==> src/rtl/branch_resolve_bht.sv <==
// branch_resolve_bht
//   Branch unit for the pipelined MIPS core. It resolves conditional branches
//   in D (beq/bne/bgez/bgtz/blez/bltz) and trains a direct-mapped table of
//   saturating counters (no tags) that F reads for its taken/not-taken
//   prediction. It also keeps two perf counters: resolved branches and
//   mispredicts.
//
// Ports
//   clk, reset       rising-edge clock; synchronous active-high reset
//   f_pc             fetch PC looked up in the table
//   f_pred_taken     MSB of the indexed counter (combinational, pre-update)
//   d_valid/d_stall  D-stage valid; a stall blocks every state update
//   d_pc             PC of the D-stage instruction (selects the trained entry)
//   A, B             forwarded rs/rt operands
//   CompOp           1 beq, 2 bne, 3 bgez, 4 bgtz, 5 blez, 6 bltz, else none
//   d_pred_taken     prediction that F made for this instruction
//   taken            actual branch outcome (combinational)
//   mispredict       valid branch whose outcome differs from the prediction
//   br_cnt/mis_cnt   wrapping perf counters
//
// Per-entry counter states (CTR_BITS=2)
//   state    | meaning
//   SNT (00) | strongly not-taken
//   WNT (01) | weakly not-taken, reset value
//   WT  (10) | weakly taken
//   ST  (11) | strongly taken
//   A taken branch moves one state toward ST and a not-taken branch moves one
//   state toward SNT. Both ends saturate.

module branch_resolve_bht #(
  parameter int WIDTH    = 32,
  parameter int IDX_BITS = 6,
  parameter int CTR_BITS = 2,
  parameter int STAT_W   = 32
) (
  input  logic              clk,
  input  logic              reset,
  input  logic [WIDTH-1:0]  f_pc,
  output logic              f_pred_taken,
  input  logic              d_valid,
  input  logic              d_stall,
  input  logic [WIDTH-1:0]  d_pc,
  input  logic [WIDTH-1:0]  A,
  input  logic [WIDTH-1:0]  B,
  input  logic [3:0]        CompOp,
  input  logic              d_pred_taken,
  output logic              taken,
  output logic              mispredict,
  output logic [STAT_W-1:0] br_cnt,
  output logic [STAT_W-1:0] mis_cnt
);

  localparam int ENTRIES = 1 << IDX_BITS;

  localparam logic [3:0] OP_BEQ  = 4'd1;
  localparam logic [3:0] OP_BNE  = 4'd2;
  localparam logic [3:0] OP_BGEZ = 4'd3;
  localparam logic [3:0] OP_BGTZ = 4'd4;
  localparam logic [3:0] OP_BLEZ = 4'd5;
  localparam logic [3:0] OP_BLTZ = 4'd6;

  localparam logic [CTR_BITS-1:0] CTR_MAX  = '1;
  // The weakly not-taken value is 2**(CTR_BITS-1)-1, which is all ones shifted right by one.
  localparam logic [CTR_BITS-1:0] CTR_INIT = CTR_MAX >> 1;

  logic [CTR_BITS-1:0] bht [ENTRIES];

  logic [IDX_BITS-1:0] f_idx;
  logic [IDX_BITS-1:0] d_idx;
  logic                is_branch;
  logic                a_neg;
  logic                a_zero;
  logic                upd;
  logic [CTR_BITS-1:0] cur_ctr;
  logic [CTR_BITS-1:0] nxt_ctr;

  // The PC bits outside the index field do not take part in the lookup.
  logic unused_pc_bits;
  assign unused_pc_bits = ^{f_pc[WIDTH-1:IDX_BITS+2], f_pc[1:0],
                            d_pc[WIDTH-1:IDX_BITS+2], d_pc[1:0]};

  assign f_idx = f_pc[IDX_BITS+1:2];
  assign d_idx = d_pc[IDX_BITS+1:2];

  // A read from the table array returns the value from before any same-cycle write.
  assign f_pred_taken = bht[f_idx][CTR_BITS-1];

  // The sign tests against zero look only at the MSB and at the all-zero case.
  // B does not take part in them.
  assign a_neg  = A[WIDTH-1];
  assign a_zero = (A == '0);

  always_comb begin
    is_branch = 1'b0;
    taken     = 1'b0;
    case (CompOp)
      OP_BEQ:  begin is_branch = 1'b1; taken = (A == B);           end
      OP_BNE:  begin is_branch = 1'b1; taken = (A != B);           end
      OP_BGEZ: begin is_branch = 1'b1; taken = ~a_neg;             end
      OP_BGTZ: begin is_branch = 1'b1; taken = ~a_neg & ~a_zero;   end
      OP_BLEZ: begin is_branch = 1'b1; taken = a_neg | a_zero;     end
      OP_BLTZ: begin is_branch = 1'b1; taken = a_neg;              end
      default: begin is_branch = 1'b0; taken = 1'b0;               end
    endcase
  end

  assign mispredict = d_valid & is_branch & (taken != d_pred_taken);
  assign upd        = d_valid & is_branch & ~d_stall;

  assign cur_ctr = bht[d_idx];

  always_comb begin
    nxt_ctr = cur_ctr;
    if (taken) begin
      if (cur_ctr != CTR_MAX) nxt_ctr = cur_ctr + CTR_BITS'(1);
    end else begin
      if (cur_ctr != '0) nxt_ctr = cur_ctr - CTR_BITS'(1);
    end
  end

  // Reset has priority, so an update that is in flight when reset arrives is dropped.
  always_ff @(posedge clk) begin
    if (reset) begin
      for (int i = 0; i < ENTRIES; i++) bht[i] <= CTR_INIT;
      br_cnt  <= '0;
      mis_cnt <= '0;
    end else if (upd) begin
      bht[d_idx] <= nxt_ctr;
      br_cnt     <= br_cnt + STAT_W'(1);
      if (mispredict) mis_cnt <= mis_cnt + STAT_W'(1);
    end
  end

endmodule

==> config.mk <==
export PLATFORM = sky130hd
export DESIGN_NAME = branch_resolve_bht
export DESIGN_NICKNAME = d
export VERILOG_FILES = /design/src/rtl/branch_resolve_bht.sv
export SDC_FILE = /design/constraint.sdc
export NUM_CORES = 1
export LEC_CHECK = 0
export CAP_MARGIN = 20
export CORE_UTILIZATION = 35
export DETAILED_ROUTE_END_ITERATION = 16
export GPL_ROUTABILITY_DRIVEN = 0
export PLACE_DENSITY_LB_ADDON = 0.3
export REMOVE_ABC_BUFFERS = 1
export SYNTH_ARGS = -nofsm -noshare
export SYNTH_HDL_FRONTEND = slang
export SYNTH_SLANG_ARGS = --single-unit
export TNS_END_PERCENT = 50
==> constraint.sdc <==
create_clock -name clk -period 5.41 [get_ports clk]
set_clock_uncertainty 0.1 [all_clocks]
set_input_delay 1.082 -clock clk [delete_from_list [all_inputs] [get_ports clk]]
set_output_delay 1.082 -clock clk [all_outputs]
set_load 0.005 [all_outputs]
* After elaboration in Yosys (flattened, before gate mapping)
Memories as Yosys holds them, arrays and structs flattened.
Index checks and enable logic that the tools add are counted.
** Cells by class
- Add/sub/neg operators :: 4
- Eq/ne operators :: 10
- Muxes and demuxes :: 13
- Bitwise logic cells :: 8
- Reductions and logical operators :: 5
** Operators with widths (number)
- 32-bit by 1-bit adder with 32-bit output (second input constant) :: 2
- 32-bit == test :: 1
- 32-bit zero test :: 1
- 32-bit != test :: 1
- 4-bit by 3-bit == test with 1-bit output (second input constant) :: 3
- 4-bit by 2-bit == test with 1-bit output (second input constant) :: 2
- 2-bit two-way mux :: 4
- 1-bit two-way mux :: 7
- 6-bit two-way mux :: 1
- 1-bit case mux with 6 select lines :: 1
- 6-bit OR reduction :: 1
- 1-bit bitwise AND :: 4
- 4-bit by 1-bit == test with 1-bit output (second input constant) :: 1
- 1-bit NOT :: 3
- 2-bit by 1-bit adder with 2-bit output (second input constant) :: 1
- 2-bit != test (second input constant) :: 1
- 2-bit AND reduction :: 1
- 2-bit nonzero test :: 1
- 2-bit OR reduction :: 1
- 2-bit by 1-bit subtractor with 2-bit output (second input constant) :: 1
- 1-bit != test :: 1
- 1-bit OR :: 1
** Word-level totals
- Flip-flop bits (word level) :: 64
- Bits in writable memories :: 128
- Input bits :: 137
- Output and inout port bits :: 67
- Word-level logic and storage cells :: 43
- Memories kept :: 1
** Memory list
- bht :: words 64, width 2, rd ports 2, clocked after Yosys merged registers in 0, write ports 64, line 66 : logic [CTR_BITS-1:0] bht [ENTRIES];

* Longest topological paths before layout
- Depth after elaboration :: 10
- Gate-level depth with buffers :: 14
- Mapped depth without buffers :: 10

* Worst setup path after synthesis
OpenSTA, ideal clock, no wires.
- Path kind :: input to output
- Start :: input f_pc[2]
- End :: output f_pred_taken
- Arrival :: 3.494 ns
- Required time :: 4.228 ns
- Slack :: 0.734 ns
- Stages on the path :: 5
- Path buffers :: 2
- Cells stage by stage :: clkbuf_1 -> buf_1 -> mux4_2 -> mux4_2 -> mux4_2
** On the way
- Longest elaborated chain between the ends :: 1
** RTL lines
- start, declared :: line 38 : input logic [WIDTH-1:0] f_pc,
- memory read 64 x 2 bit
- end, declared :: line 39 : output logic f_pred_taken,
No other way between the ends.

* Worst setup path after layout
- Start :: input A[8]
- End :: output mispredict
** On the way
- Longest elaborated chain between the ends :: 6
- Elaborated cells on any way between the ends :: 9
- Classes of those cells :: eq/ne: 3; mux: 1; bitwise: 4; reduce/logical: 1
** RTL lines
- start, declared :: line 43 : input logic [WIDTH-1:0] A,
- 32-bit zero test :: line 91 : assign a_zero = (A == '0);
- 1-bit NOT :: line 100 : OP_BGTZ: begin is_branch = 1'b1; taken = ~a_neg & ~a_zero; end
- 1-bit bitwise AND :: line 100
- 1-bit case mux with 6 select lines * :: line 96 : case (CompOp)
- 1-bit != test * :: line 107 : assign mispredict = d_valid & is_branch & (taken != d_pred_taken);
- 1-bit bitwise AND * :: line 107
- end, declared :: line 48 : output logic mispredict,
Mark *: on every way between the ends. The rest lies on a longest branch, timed or not.

==> summary.md <==
| Metric | Value |
|---|---|
| Maximum number of pins on one net before global-route repair | `84` |
| Hold path start | `br_cnt[24]` |
| Placed instance area | `between 0.01 and 0.015 sq mm` |
| Total standard cell area after synthesis | `approximately 0.011 sq mm` |
| Iteration-0 DRC Markers | `approximately 660` |
| Nets | `around 1.3k` |
| Number of clock buffers inserted by TritonCTS | `17` |
| Shortest period the worst path allows | `roughly 5.1 ns` |
| H-tree level count | `4` |
| Ratio of final minimum period to clock period | `0.940` |
| Remaining Overflow, GRT | `0` |
| Area leader, netlist | `edfxtp_1` |
| Top cells by area in the synthesized netlist | `edfxtp_1, dfxtp_1, mux4_2` |
| Max-capacitance violation count | `0` |
| Final setup violation count | `0` |
| Number of routed nets with antenna violations | `0` |
| Initial antenna violation count | `1` |
| Critical Path Source | `A[8]` |
| Clock tree from TritonCTS | `built` |
| Async SR Flop Fraction | `0` |
| Count of cells resized by post-cts repair | `0` |
| Wire length of the first global-routing pass | `about 47000 microns` |
| Number of hold violations in the final report | `0` |
| Post-synth EDFFs | `roughly 130` |
| Total number of yosys warnings | `0` |
| Count of input and output buffers | `between 150 and 200` |
| Vias in the first global route | `8439` |
| Setup CP Type | `primary input to output port` |
| Pin slew with the least headroom to its limit | `0.933 ns` |
| Cts hold-fix bufs | `0` |
| Reg-to-reg critical path startpoint | `bht[34][0]` |
| VDD IR-drop max | `0.177 mV` |
| Final Instance Area | `approximately 0.013 sq mm` |
| Leakage power summed over all cells | `around 4.2 nW` |
| WL per Instance | `18.7 microns` |
| Fin. max-slew vios | `0` |
| Starting density of the core | `0.356` |
| CP Data Arrival Time | `between 3 and 4 ns` |
| Maximum fanout along the worst path | `5` |
| Total number of vias | `~8.6k` |
| Status | `completed` |
| Floorplan core area | `~0.030 sq mm` |
| Die X | `176 microns` |
| Crit path capture type | `output port` |
| Synthesized instance count | `about 1.1k` |
| DRC violations left | `0` |
| Clock Latency Late Sink | `around 0.44 ns` |
| Detailed placer's ending HPWL | `between 20000 and 25000 microns` |
| Area share of the largest cell type after synthesis | `0.364` |
| Number of iterations in the first detailed-routing pass | `5` |
| Fmax | `197 MHz` |
| Top FF cell, synth | `edfxtp_1` |
| Yosys reg bits | `192` |
| Clock tree buffer depth | `2` |
| Average size of a mapped cell | `about 10 sq um` |
| Sequential fraction of the synthesis area | `0.485` |
| Total detailed-routing wirelength | `29800 microns` |
| Data required time at the worst endpoint | `approximately 4.2 ns` |
| Clk pin slew, worst setup/hold paths | `~0.080 ns` |
| Worst hold path class | `flop to flop` |
| Unrepaired setup endpoints after global routing | `false` |
| GRT Total Usage | `0.195` |
| Root cell of the clock tree | `clkbuf_16` |
| Final Core Density | `0.443` |
| Commonest cells after routing, fill and taps aside | `clkdlybuf4s50_1, edfxtp_1, nor2_1` |
| Std-Cell Rows | `63` |
| Distinct cell type count of the synthesized netlist | `62` |
| Sum of negative setup slack | `0 ns` |
| Most frequent standard cell in the layout excluding fill and tap cells | `clkdlybuf4s50_1` |
| Max-slew headroom | `0.372` |
| Via count normalized by instance count | `approximately 5.4` |
| Area Growth Syn to Fin | `24.3%` |
| Number of primary I/O pins | `204` |
| Share of layout cells above drive strength 1 | `0.123` |
| Startpoint type of the worst setup path | `primary input` |
| Post-CTS Setup Inserts | `0` |
| Clock sinks | `approximately 190` |
| Hold Worst Slack | `0.406 ns` |
| Pwr dens | `254 mW/mm^2` |
| Full die area | `roughly 0.031 sq mm` |
| Height of the die | `about 180 microns` |
[report_power, final]
group / internal (W) / total [W] / switching, W
logic: 0.000184 / 0.000424 / 0.000240
registers: 0.00159 / 0.00160 / 0.0000150
clock network: 0.000698 / 0.00131 / 0.000610
[per-stage QoR]
stage / setup slack [ns] / instances / power (W)
5_1_grt: 0.142 / 1592 / 0.00344
3_3_place_gp: 0.323 / 1560 / 0.00205
4_1_cts: 0.275 / 1592 / 0.00336
3_5_place_dp: 0.290 / 1560 / 0.00206
6_report: 0.323 / 1593 / 0.00333
2_1_floorplan: 1.05 / 983 / 0.00182
[layer usage]
layer,up-vias,global-route usage,part of all wire
met3,35,0.0405,0.079
li1,4126,-,-
met2,293,0.321,0.47
met4,0,0.0554,0.015
met5,-,0,0
met1,4110,0.259,0.43
[Yosys cell counts (5+ instances only)]
cell type  number
xor2_1         47
buf_2          16
o31ai_1         7
a22oi_1        11
nor4_1         22
nand4_1        16
a221oi_1       17
inv_1          18
a21oi_1        43
or4_1           6
or3_1          26
buf_6           8
o22ai_1         5
mux2_2         21
a21o_1          6
mux2i_1         8
or2_2          16
xnor2_1        11
nor2_1        119
mux2_1          6
nand2_1        97
nand2b_1       53
o21ai_0        35
and3_1         11
edfxtp_1      128
buf_4           5
nand3_1        74
nor2b_1        12
mux4_2         28
nor3_1         32
clkbuf_1       37
dfxtp_1        64
[area by class of cell]
class                      instances  area, sq um
multi-input combinational        771         5020
tap                              390          488
fill                            2852        16500
inverter                          20         75.1
antenna                            1         2.50
timing repair buffer             187         1820
clock buffer                      17          425
clock inverter                    15          173
sequential                       192         5120
[registers in the layout (all words and copies together), names as in the netlist]
register  count
bht         128
mis_cnt      32
br_cnt       32
[path summary, 6_finish.rpt]
path,endpoint,slack [ns],cells past startpoint
worst min-delay path,br_cnt[24],0.41,2
worst min register to register,br_cnt[24],0.41,2
worst max register to register,bht[23][1],2.22,10
worst max-delay path,mispredict,0.32,11
[critical path, cell delays in order]
cell and delay (ns):
clkdlybuf4s50_1 0.48, xor2_1 0.19, nor4_1 0.37, nand4_1 0.14, nor2_1 0.14, mux2_2 0.35, a21oi_2 0.20, inv_2 0.10
xnor2_1 0.18, nor2_1 0.12, clkdlybuf4s50_1 0.55
[logic make-up after synthesis]
logic type / synth area share
AND/OR/NAND/NOR: 0.239
flip-flops: 0.485
AO/OA/AOI/OAI: 0.0865
buffers and inverters: 0.0410
multiplexers: 0.0961
XOR/XNOR: 0.0481
adder cells (fa/ha/maj): 0.00438
Note: power is estimated with default switching activity, not from simulation.
